<file path="src/rtl/instr_fetch_decode.sv">
// Instruction fetch/decode front end: reads 32-bit words from RAM at its own
// program counter, splits them into fields and issues them over valid/ready.
module instr_fetch_decode #(
  parameter int         PC_W    = 8,
  parameter int         ADDR_W  = 16,
  parameter logic [3:0] HALT_OP = 4'hF
) (
  input  logic              Clk,
  input  logic              Reset,
  input  logic              start,
  input  logic [PC_W-1:0]   start_addr,
  input  logic              pc_load,
  input  logic [PC_W-1:0]   pc_target,
  output logic              Enable,
  output logic              RW_ram,
  output logic [ADDR_W-1:0] Address_in,
  input  logic [31:0]       Out,
  output logic              issue_valid,
  input  logic              issue_ready,
  output logic [3:0]        Cond,
  output logic [3:0]        OpCode,
  output logic              S,
  output logic [3:0]        destination,
  output logic [3:0]        source_2,
  output logic [3:0]        source_1,
  output logic [4:0]        IV,
  output logic [PC_W-1:0]   pc,
  output logic              halted
);

  typedef enum logic [2:0] {
    S_IDLE,
    S_FETCH,
    S_WAIT,
    S_ISSUE,
    S_HALT
  } state_t;

  state_t          state;
  logic [PC_W-1:0] fetch_pc;
  logic [25:0]     instr_p1;
  logic            unused_low_bits;

  // The low six bits of the word carry no field and are never stored.
  assign unused_low_bits = ^Out[5:0];

  assign RW_ram     = 1'b0;
  assign Address_in = {{(ADDR_W-PC_W){1'b0}}, fetch_pc};
  assign {Cond, OpCode, S, destination, source_2, source_1, IV} = instr_p1;

  always_ff @(posedge Clk or posedge Reset) begin
    if (Reset) begin
      state       <= S_IDLE;
      fetch_pc    <= '0;
      pc          <= '0;
      instr_p1    <= '0;
      Enable      <= 1'b0;
      issue_valid <= 1'b0;
      halted      <= 1'b0;
    end else begin
      case (state)
        S_IDLE, S_HALT: begin
          if (start) begin
            fetch_pc <= start_addr;
            state    <= S_FETCH;
            Enable   <= 1'b1;
            halted   <= 1'b0;
          end
        end
        // RAM sees the address this cycle; data returns during WAIT.
        S_FETCH: begin
          if (pc_load) begin
            fetch_pc <= pc_target;
            Enable   <= 1'b1;
          end else begin
            state  <= S_WAIT;
            Enable <= 1'b0;
          end
        end
        S_WAIT: begin
          if (pc_load) begin
            fetch_pc <= pc_target;
            state    <= S_FETCH;
            Enable   <= 1'b1;
          end else begin
            instr_p1 <= Out[31:6];
            pc       <= fetch_pc;
            if (Out[27:24] == HALT_OP) begin
              state  <= S_HALT;
              halted <= 1'b1;
            end else begin
              state       <= S_ISSUE;
              issue_valid <= 1'b1;
            end
          end
        end
        // A redirect wins over the sequential next address, handshake or not.
        S_ISSUE: begin
          if (pc_load) begin
            fetch_pc    <= pc_target;
            state       <= S_FETCH;
            Enable      <= 1'b1;
            issue_valid <= 1'b0;
          end else if (issue_ready) begin
            fetch_pc    <= fetch_pc + PC_W'(1);
            state       <= S_FETCH;
            Enable      <= 1'b1;
            issue_valid <= 1'b0;
          end
        end
        default: begin
          state       <= S_IDLE;
          Enable      <= 1'b0;
          issue_valid <= 1'b0;
          halted      <= 1'b0;
        end
      endcase
    end
  end

endmodule
</file>
<file path="config.mk">
export PLATFORM = sky130hd
export DESIGN_NAME = instr_fetch_decode
export DESIGN_NICKNAME = d
export VERILOG_FILES = /design/src/rtl/instr_fetch_decode.sv
export SDC_FILE = /design/constraint.sdc
export NUM_CORES = 1
export LEC_CHECK = 0
export ABC_AREA = 1
export BUFFER_PORTS_ARGS = -buffer_cell sky130_fd_sc_hd__buf_2
export CAP_MARGIN = 5
export CORE_ASPECT_RATIO = 1.75
export CORE_MARGIN = 4
export CORE_UTILIZATION = 51
export DETAILED_ROUTE_END_ITERATION = 16
export PLACE_DENSITY = 0.86
export SLEW_MARGIN = 10
export SYNTH_ARGS = -nofsm -noshare
export SYNTH_HDL_FRONTEND = slang
export SYNTH_SLANG_ARGS = --single-unit
</file>
<file path="constraint.sdc">
create_clock -name Clk -period 2.95 [get_ports Clk]
set_input_delay 0.4425 -clock Clk [delete_from_list [all_inputs] [get_ports Clk]]
set_output_delay 0.4425 -clock Clk [all_outputs]
set_load 0.1 [all_outputs]
</file>
Word-level counts from Yosys, hierarchy flattened
Cells that the tools add are included.
{ "classes": {"mux": 27, "n_reduce_logical": 12, "n_eq_ne": 13, "n_addsub": 1, "bitwise": 3} }
{ "ops": {"columns": ["cell", "n"], "rows": [
  ["$mux 8", 4],
  ["$pmux 8 s3", 1],
  ["$mux 3", 6],
  ["$mux 1", 12],
  ["$ne 2x2->1 const B", 6],
  ["$pmux 3 s4", 1],
  ["$reduce_and 4->1", 3],
  ["$add 8x1->8 const B", 1],
  ["$eq 3x2->1 const B", 2],
  ["$pmux 1 s3", 2],
  ["$reduce_and 3->1", 2],
  ["$reduce_or 2->1", 3],
  ["$eq 4x4->1 const B", 1],
  ["$pmux 1 s4", 1],
  ["$eq 3x1->1 const B", 1],
  ["$eq 3x3->1 const B", 1],
  ["$logic_not 3->1", 1],
  ["$ne 3x3->1 const B", 1],
  ["$not 1->1", 3],
  ["$reduce_bool 3->1", 1],
  ["$reduce_or 3->1", 1],
  ["$ne 2x1->1 const B", 1],
  ["$reduce_and 2->1", 1]
]} }
{ "totals": {"out_inout_bits": 54, "register_bits": 48} }

Logic depth before layout (Yosys ltp)
Gate-level depths: netlist of run 1.
{ "depth": {"depth_word": 4, "mapped_depth": 9} }

Worst setup path before layout of run 1
Ideal clock, no wire load.
{ "synth_timing": {"path_type": "flip-flop to flip-flop", "start": "reg fetch_pc[1]", "end": "reg fetch_pc[4]", "synth_period_minus_slack_ns": 2.004, "n_path_buf": 0, "t_arrival_ns": 1.883, "setup_slack_ns": 0.946, "stages_incl_launch_ff": 9, "required_ns": 2.830, "path_cell_list": "dfrtp_1 > ha_1 > nand3_1 > a21oi_1 > o21ai_0 > nand2_1 > nand2_1 > nand2_1 > nand2_1"} }
{ "synth_via": {"elab_chain_cells": 4} }
{ "synth_lines": {"columns": ["element", "line_no", "source"], "rows": [
  ["from (decl)", "40", "logic [PC_W-1:0] fetch_pc;"],
  ["from (signal assigned)", "64", "fetch_pc <= start_addr;"],
  ["from (signal assigned)", "73", "fetch_pc <= pc_target;"],
  ["from (signal assigned)", "82", "fetch_pc <= pc_target;"],
  ["$add 8x1->8", "105", "fetch_pc <= fetch_pc + PC_W'(1);"],
  ["$mux 8", "104", "end else if (issue_ready) begin"],
  ["$mux 8", "99", "if (pc_load) begin"],
  ["$pmux 8 s3", "61", "case (state)"]
]} }
Every way passes these cells. The select of a mux whose other input is x is not followed.
A chain may end at the register's enable or synchronous reset.

Final worst setup path of run 1
{ "layout_timing": {"start": "reg fetch_pc[2]", "end": "out Address_in[2]"} }
{ "layout_lines": {"columns": ["element", "line_no", "source"], "rows": [
  ["to (decl)", "16", "output logic [ADDR_W-1:0] Address_in,"]
]} }
No word-level cell between the ends.

==> results of run 1 <==
[layer usage]
| metal | share of wire (%) | wire, um | vias to the layer above | track usage, % |
|---|---|---|---|---|
| met2 | 54 | 3227 | 103 | 38.25 |
| met4 | 2.5 | 150 | 0 | 9.044 |
| met3 | 7.7 | 461 | 13 | 4.063 |
| met5 | 0 | 0 | - | 0 |
| met1 | 36 | 2157 | 1005 | 25.09 |
| li1 | - | - | 1150 | - |
[cell usage in the layout, fill, tap and decap left out, drive strengths merged]
cell type / instances
a21oi: 4
conb: 9
clkinv: 1
nand2: 164
clkbuf: 6
or2: 1
nand3: 14
dfrtp: 48
a21boi: 2
nand4: 3
nor2: 24
inv: 14
o21ai: 16
nand3b: 1
ha: 1
buf: 93
o211ai: 2
a22oi: 3
[registers in the layout, summed over array words and instances, names as in the netlist]
signal	count
halted	1
fetch_pc	8
pc	8
Enable	1
instr_p1	26
issue_valid	1
state	3
[kinds of logic after synthesis]
| logic type | count (synthesis) |
|---|---|
| AO/OA/AOI/OAI | 27 |
| buffers and inverters | 31 |
| AND/OR/NAND/NOR | 207 |
| adder cells (fa/ha/maj) | 1 |
| other | 1 |
| flip-flops | 48 |
[per-stage QoR]
step / worst slack [ns] / instance area (um2) / hold WS (ns)
after detailed placement: 1.055 / 2849 / 0.4603
after CTS: 1.232 / 2927 / 0.3267
after global placement: 1.086 / 2849 / 0.4490
after floorplan: 0.9464 / 2422 / 0.5521
after global routing: 1.178 / 2927 / 0.3419
final: 1.234 / 2927 / 0.3386
[final timing paths]
path	endpoint	slack, ns	cells past startpoint
setup / recovery	Address_in[2]	1.23	1
hold / removal	instr_p1[25]	0.34	3
setup reg to reg	Enable	1.30	6
hold reg to reg	instr_p1[20]	0.48	2
max in group asynchronous	instr_p1[8]	1.97	2
min in group asynchronous	issue_valid	0.37	2
[worst reg2reg max path, delay by kind of cell (launching register included)]
family,cells,cell delay (ns)
flops,1,0.48
buf+inv,2,0.63
compound gates,1,0.14
simple gates,3,0.33
[final cells by class]
| class | count | area [um2] | share of cell area, % |
|---|---|---|---|
| Clock buffer | 6 | 72.57 | 2.480 |
| Clock inverter | 1 | 5.005 | 0.1710 |
| Inverter | 14 | 52.55 | 1.796 |
| Multi-Input combinational cell | 244 | 1061 | 36.25 |
| Sequential cell | 48 | 1201 | 41.04 |
| Tap cell | 51 | 63.81 | 2.180 |
| Timing Repair Buffer | 93 | 470.5 | 16.08 |
==> results.md, run 1 <==
* Placed insts at between 400 and 500
* Die H at 98.60 um
* Layout Cells excl Fill at 457
* Layout cell share with drive strength beyond 1 at between 20% and 30%
* WL/cell at about 13 um
* Post-synth top flop: dfrtp_1
* Largest area contributor in the synthesized netlist: dfrtp_1
* Setup skew after layout at between 0.007 and 0.008 ns
* Vias/cell at ~5
* Fraction of registers with async set/reset at 100.0%
* Sequential area share after synthesis at between 50% and 60%
* Final setup violating endpoints at 0
* Iteration-0 DRC count of the detailed router at 99
* Fillcell total at between 400 and 500
* Standard cell core area at between 0.004 and 0.005 mm2
* Pin count of the biggest net entering global routing at ~50
* Grt ovf at 0
* Start of the worst register-to-register path: state[2]
* Clock latency at the later pin of the worst-skew pair at around 0.29 ns
* Clock slew at the register clock pins of the worst setup and hold paths at 0.09 ns
* Max-Cap Viols at 0
* Wire length of the first global-routing pass at ~10000 um
* TritonCTS clock tree: built
* Number of primary I/O pins at ~110
* Final Core Density at roughly two thirds
* Result of the run: finished, final reports clean
* Final worst path period need at roughly 1.7 ns
* Clock Path Buffers at 2
* Count of hold-fix buffers inserted at cts at 0
* Cell types with the largest area share after synthesis: dfrtp_1 50%, nand2_1 25%, nor2_1 3.1%
* Mean area per synthesized cell at 7.595 um2
* Die width at about 60 um
* Area fraction in compound gates after synthesis at under 10%
* Net count reported at finish at 460
* Unique masters post-synth at 26
* Die Footprint at approximately 0.0059 mm2
* H-tree levels at 2
* CP startpoint kind: flip-flop
* TritonCTS Sinks at 48
* Post-synthesis instance area at 0.002392 mm2
* Via count of the first global-routing pass at roughly 2200
* Area share of fa/ha/maj cells after synthesis at less than 1%
* Maximum clock frequency at approximately 580 MHz
* Most common library cells after synthesis: 162 x nand2_1, 48 x dfrtp_1, 20 x nor2_1, 11 x nand3_1, 11 x o21ai_1
* Delay contributed by the slowest stage of the critical path at roughly 0.50 ns
* Final antenna-violating net count at 0
* Most repeated cell in the gate-level netlist after synthesis: nand2_1
* Global-route usage over all layers at between 20 and 25%
* DR vias at 2271
* Critical Path Sink Type: output port
* Pre-antenna DRT Iters at 4
* Critical Path Slowest Stage Cell: dfrtp_1
* Placed wire-length estimate after detailed placement at 4498 um
* Buffers added on ports at between 90 and 100
* Diode insertion count for antenna repair at 0
* Largest family of logic cells by synthesized area: simple AND/OR/NAND/NOR gates
* Drc violations at 0
* Simple-gate share of the synthesized area at roughly 36%
* Relative slew margins at a little over a third
* Startpoint of the lowest-slack hold path: Out[31]
* Required time at the worst-slack endpoint at roughly 2.5 ns
* Number of enable flip-flop cells after synthesis at 0
* Final count of pins violating max slew at 0
* Total of flip-flops plus latches after synthesis at between 40 and 50
* Min-Delay Path Class: primary input to flip-flop
* Post-CTS Setup Repair Bufs at 0
* Placement row count at 32
* Routed Wire Length at ~6000 um
* Number of antenna violations at the first check in global routing at 0
* Final weighted congestion in routability-driven placement at a little over 0.9
* Worst path top cell family by delay: flip-flops
* Post-CTS resize count at 0
* Crit path max fanout at 8
* Share of synthesized area spent on multiplexers at 0%
* Data arrival, critical path at 1.27 ns
* CP Buf/Inv Count at 1
* Launching instance or port of the critical path: fetch_pc[2]
* Cts bufs inserted at 5
* Final hold violation count at 0
* Yosys warns at 0
* RSZ-0062 raised after global routing: false
* Type of the worst setup path: flip-flop to output port
* Critical path, cell by cell: buf_2
* Tcrit/Tclk final at between 50% and 60%
* Initial cell density of the core at 53.35%
* Fraction of synthesized cell area in xor and xnor cells at 0%
* Synthesized instance count at ~320
* Synth top area share at 50.21%
* Clk Tree Root Cell: clkbuf_8
* Layout overhead on the synthesized area at 22.33%
* Accumulated negative setup slack at 0 ns
* Measured slew at the worst slew-check pin at slightly below 1 ns
Power of run 1 is left out: the tool's default activity adds up to more than one toggle a clock period on the data nets, which glitch-free logic cannot reach.
==> inputs of run 2 (changes only) <==
Settings changed: CORE_UTILIZATION 51 to 47, PLACE_DENSITY 0.86 to 0.8.
Clock period 2.95 ns to 1.6 ns, I/O delays scaled along.
==> run 2 against run 1 <==
Compared with the run above:
- worst hold slack worse by 0.21 ns
- highest routed layer unchanged
- non-clock buffer count rose by 4
- register-to-register slack got worse by 1.1 ns
- critical path type unchanged
- count of clock-buffer cells in the layout is 1 lower
- sequential share of layout area fell by 0.70 points
==> results.md, run 2 (synthesis gave the netlist of run 1 again) <==
* TritonCTS Sinks at 48
* Clock Path Buffers at 2
* Tcrit/Tclk final at 90.12%
* Critical Path Slowest Stage Cell: dfrtp_2
* Layout overhead on the synthesized area at 25.89%
* DR vias at 2245
* Crit path max fanout at 8
* Clock latency at the later pin of the worst-skew pair at around 0.30 ns
* Initial cell density of the core at slightly below 50%
* Worst path top cell family by delay: flip-flops
* Clk Tree Root Cell: clkbuf_8
* TritonCTS clock tree: built
* Final antenna-violating net count at 0
* Post-CTS resize count at 0
* CP Buf/Inv Count at 1
* Count of hold-fix buffers inserted at cts at 1
* CP startpoint kind: flip-flop
* Final worst path period need at ~1.4 ns
* H-tree levels at 2
* Final hold violation count at 0
* Largest registers ranked by flip-flop count: instr_p1: 26 flops, fetch_pc: 8 flops, pc: 8 flops
* Type of the worst setup path: flip-flop to output port
* Placement row count at 34
* Diode insertion count for antenna repair at 0
* Grt ovf at 0
* Final count of pins violating max slew at 0
* Commonest non-fill, non-tap cell in the layout: nand2_1
* Number of antenna violations at the first check in global routing at 0
* Clock slew at the register clock pins of the worst setup and hold paths at roughly 0.090 ns
* Setup skew after layout at 0.005401 ns
* Pre-antenna DRT Iters at 4
* Min-Delay Path Class: primary input to flip-flop
* Max FFs per register at 26
* Wire length of the first global-routing pass at a little under 10000 um
* Result of the run: finished, final reports clean
* Pin count of the biggest net entering global routing at approximately 50
* Critical path, cell by cell: buf_2
* Global-route usage over all layers at about 20%
* Delay contributed by the slowest stage of the critical path at 0.45 ns
* Die Footprint at 0.006340 mm2
* Die H at approximately 100 um
* Post-CTS Setup Repair Bufs at 0
* Die width at approximately 62 um
* WL/cell at between 10 and 15 um
* Maximum clock frequency at between 600 and 700 MHz
* Top reg by flops: instr_p1
* Layout cell share with drive strength beyond 1 at a little under a third
* Drc violations at 0
* Routed Wire Length at just under 6000 um
* RSZ-0062 raised after global routing: false
* Accumulated negative setup slack at 0 ns
* Cts bufs inserted at 5
* Data arrival, critical path at roughly 1.2 ns
* Critical Path Sink Type: output port
* Commonest cells after routing, fill and taps aside: 162 x nand2_1, 91 x buf_2, 41 x dfrtp_1
* Final setup violating endpoints at 0
* Net count reported at finish at ~460
* Placed wire-length estimate after detailed placement at about 4400 um
* Max-Cap Viols at 0
* Number of primary I/O pins at approximately 110
* Buffers added on ports at slightly above 90
* Required time at the worst-slack endpoint at 1.36 ns
* Standard cell core area at a little under 0.005 mm2
* Final Core Density at 61.03%
* Vias/cell at 4.828
* Iteration-0 DRC count of the detailed router at 74
* Via count of the first global-routing pass at ~2200
* Final weighted congestion in routability-driven placement at a little over 0.9
==> run 2: layout make-up <==
class / count / area (um2)
Inverter: 14 / 52.55
Clock buffer: 5 / 68.82
Tap cell: 54 / 67.56
Timing Repair Buffer: 97 / 528.0
Multi-Input combinational cell: 244 / 1061
Fill cell: 462 / 1923
Clock inverter: 3 / 18.77
Sequential cell: 48 / 1215
==> run 2: path summary, 6_finish.rpt <==
kind | from | end | slack (ns) | depth (start not counted)
max | fetch_pc[2] | Address_in[2] | 0.16 | 1
max in group asynchronous | Reset | fetch_pc[5] | 0.86 | 4
min | Out[17] | instr_p1[11] | 0.13 | 3
max reg2reg | state[0] | fetch_pc[4] | 0.19 | 7
min in group asynchronous | Reset | instr_p1[18] | 0.52 | 4
min reg2reg | halted | halted | 0.47 | 2
==> run 2: metal layers <==
layer	GRT usage, %	wire length, um	up-vias
met5	0	0	-
li1	-	-	1154
met4	8.007	114	0
met2	34.54	3071	84
met1	22.74	2222	996
met3	4.930	444	11
==> run 2: through the flow <==
stage | std cells | area [um2] | setup slack (ns) | hold slack, ns
after detailed placement | 456 | 2914 | 0.2179 | 0.3015
after global placement | 456 | 2914 | 0.2273 | 0.2997
after floorplan | 323 | 2436 | 0.03454 | 0.3496
after CTS | 465 | 3012 | 0.1488 | 0.1189
after global routing | 465 | 3012 | 0.04522 | 0.1242
final | 465 | 3012 | 0.1581 | 0.1254
Power of run 2 is left out for the same reason.
==> inputs of run 3 (changes only) <==
Settings changed: CTS_CLUSTER_DIAMETER set to 120, REMOVE_ABC_BUFFERS set to 1.
==> run 3 against run 2 <==
Compared with the run above:
- final area is 0.71% higher
- fmax is 5.1% lower
- die area stayed put
- worst hold slack better by 0.0081 ns
- critical endpoint unchanged
- highest routed layer unchanged
- flip-flop and latch count stayed put
- largest cell class unchanged
- first-iteration DRC count is 34% higher
- critical path type unchanged
- register-to-register slack better by 0.02 ns
- global-route usage hardly changed
==> results.md, run 3 (synthesis gave the netlist of run 1 again) <==
* Result of the run: finished, final reports clean
* H-tree levels at 2
* Pre-antenna DRT Iters at 4
* CP Buf/Inv Count at 1
* Accumulated negative setup slack at 0 ns
* Number of antenna violations at the first check in global routing at 0
* Wire length of the first global-routing pass at slightly below 10000 um
* Final setup violating endpoints at 0
* Global-route usage over all layers at 19.99%
* TritonCTS clock tree: built
* Start of the worst register-to-register path: state[0]
* Delay contributed by the slowest stage of the critical path at ~0.5 ns
* Fillcell total at between 400 and 500
* Number of cells on the worst hold path at 3
* Critical path, cell by cell: buf_2
* Critical Path Sink Type: output port
* Vias/cell at ~5
* DR vias at around 2300
* Crit path max fanout at 8
* Type of the worst setup path: flip-flop to output port
* Depth of the worst register-to-register path at 7
* Cts bufs inserted at 5
* Storage cell area at roughly 0.0012 mm2
* Drc violations at 0
* Critical Path Slowest Stage Cell: dfrtp_1
* RSZ-0062 raised after global routing: false
* Clk Tree Root Cell: clkbuf_8
* Net count reported at finish at ~470
* End point of the worst hold path: instr_p1[10]
* Launching instance or port of the critical path: fetch_pc[2]
* Max-Cap Viols at 0
* Layout overhead on the synthesized area at 26.78%
* Tcrit/Tclk final at 94.92%
* Largest registers ranked by flip-flop count: instr_p1: 26 flops, fetch_pc: 8 flops, pc: 8 flops
* Number of primary I/O pins at ~110
* Routed Wire Length at roughly 5900 um
* Buffers added on ports at 91
* Max FFs per register at 26
* Die Footprint at between 0.006 and 0.007 mm2
* Post-CTS resize count at 0
* Startpoint of the lowest-slack hold path: Out[16]
* Final weighted congestion in routability-driven placement at 0.8889
* Top reg by flops: instr_p1
* Clock latency at the later pin of the worst-skew pair at slightly below 0.3 ns
* Final hold violation count at 0
* Diode insertion count for antenna repair at 0
* Required time at the worst-slack endpoint at between 1 and 1.5 ns
* Grt ovf at 0
* CP startpoint kind: flip-flop
* Commonest non-fill, non-tap cell in the layout: nand2_1
* Commonest cells after routing, fill and taps aside: 162 x nand2_1, 91 x buf_2, 48 x dfrtp_1
* Die width at ~62 um
* TritonCTS Sinks at 48
* Min-Delay Path Class: primary input to flip-flop
* Standard cell core area at just under 0.005 mm2
* Placement row count at 34
* Pin count of the biggest net entering global routing at 49
* Clock slew at the register clock pins of the worst setup and hold paths at 0.09 ns
* Iteration-0 DRC count of the detailed router at between 90 and 100
* Final antenna-violating net count at 0
* Final count of pins violating max slew at 0
* Die H at about 100 um
* FF-to-FF End: fetch_pc[4]
* Placed wire-length estimate after detailed placement at approximately 4500 um
* Final worst path period need at roughly 1.5 ns
* Maximum clock frequency at 658.5 MHz
* Multi-input gate area in the final layout at around 0.0011 mm2
* Initial cell density of the core at 48.48%
* Clock Path Buffers at 2
* Reg2reg setup slack at 0.21 ns
* Via count of the first global-routing pass at between 2000 and 2500
* Setup skew after layout at around 0.004 ns
* Data arrival, critical path at 1.28 ns
* Worst path top cell family by delay: flip-flops
* Layout cell share with drive strength beyond 1 at just over 30%
* WL/cell at 12.70 um
-- run 3: layout make-up --
cell class | count | share of cell area (%)
multi-input cells | 244 | 34.98
clock inverters | 2 | 1.155
inverters | 14 | 1.733
clock buffers | 6 | 2.393
repair buffers | 99 | 17.90
flip-flops and latches | 48 | 39.60
well taps | 54 | 2.228
-- run 3: repair_timing --
action,CTS,global route
buffers inserted,0,0
endpoints found under the hold margin,48,0
hold buffers,1,0
-- run 3: worst max path at each step --
stage	slack, ns	cells past startpoint	to
2_1_floorplan	-0.40	8	fetch_pc[4]
3_3_place_gp	0.27	7	fetch_pc[7]
3_5_place_dp	0.25	6	instr_p1[17]
4_1_cts	0.08	1	Address_in[2]
5_1_grt	0.03	1	Address_in[2]
6_report	0.08	1	Address_in[2]
-- run 3: per-stage QoR --
| step | utilization (%) | std cells | area (um2) | worst slack (ns) | hold WS (ns) |
|---|---|---|---|---|---|
| CTS | 61.46 | 467 | 3033 | 0.08348 | 0.1272 |
| global placement | 59.08 | 458 | 2915 | 0.2713 | 0.3002 |
| detailed placement | 59.08 | 458 | 2915 | 0.2500 | 0.3013 |
| global route | 61.46 | 467 | 3033 | 0.03040 | 0.1311 |
| finish | 61.46 | 467 | 3033 | 0.08132 | 0.1335 |
| floorplan | - | 306 | 2315 | -0.4036 | 0.3496 |
-- run 3: routing by layer --
metal | global-route usage [%] | vias to the layer above | routed length (um)
met4 | 7.516 | 0 | 108
met1 | 21.97 | 1046 | 2259
met5 | 0 | - | 0
met2 | 36.97 | 76 | 3189
met3 | 2.781 | 11 | 374
li1 | - | 1158 | -
Power of run 3 is left out for the same reason.
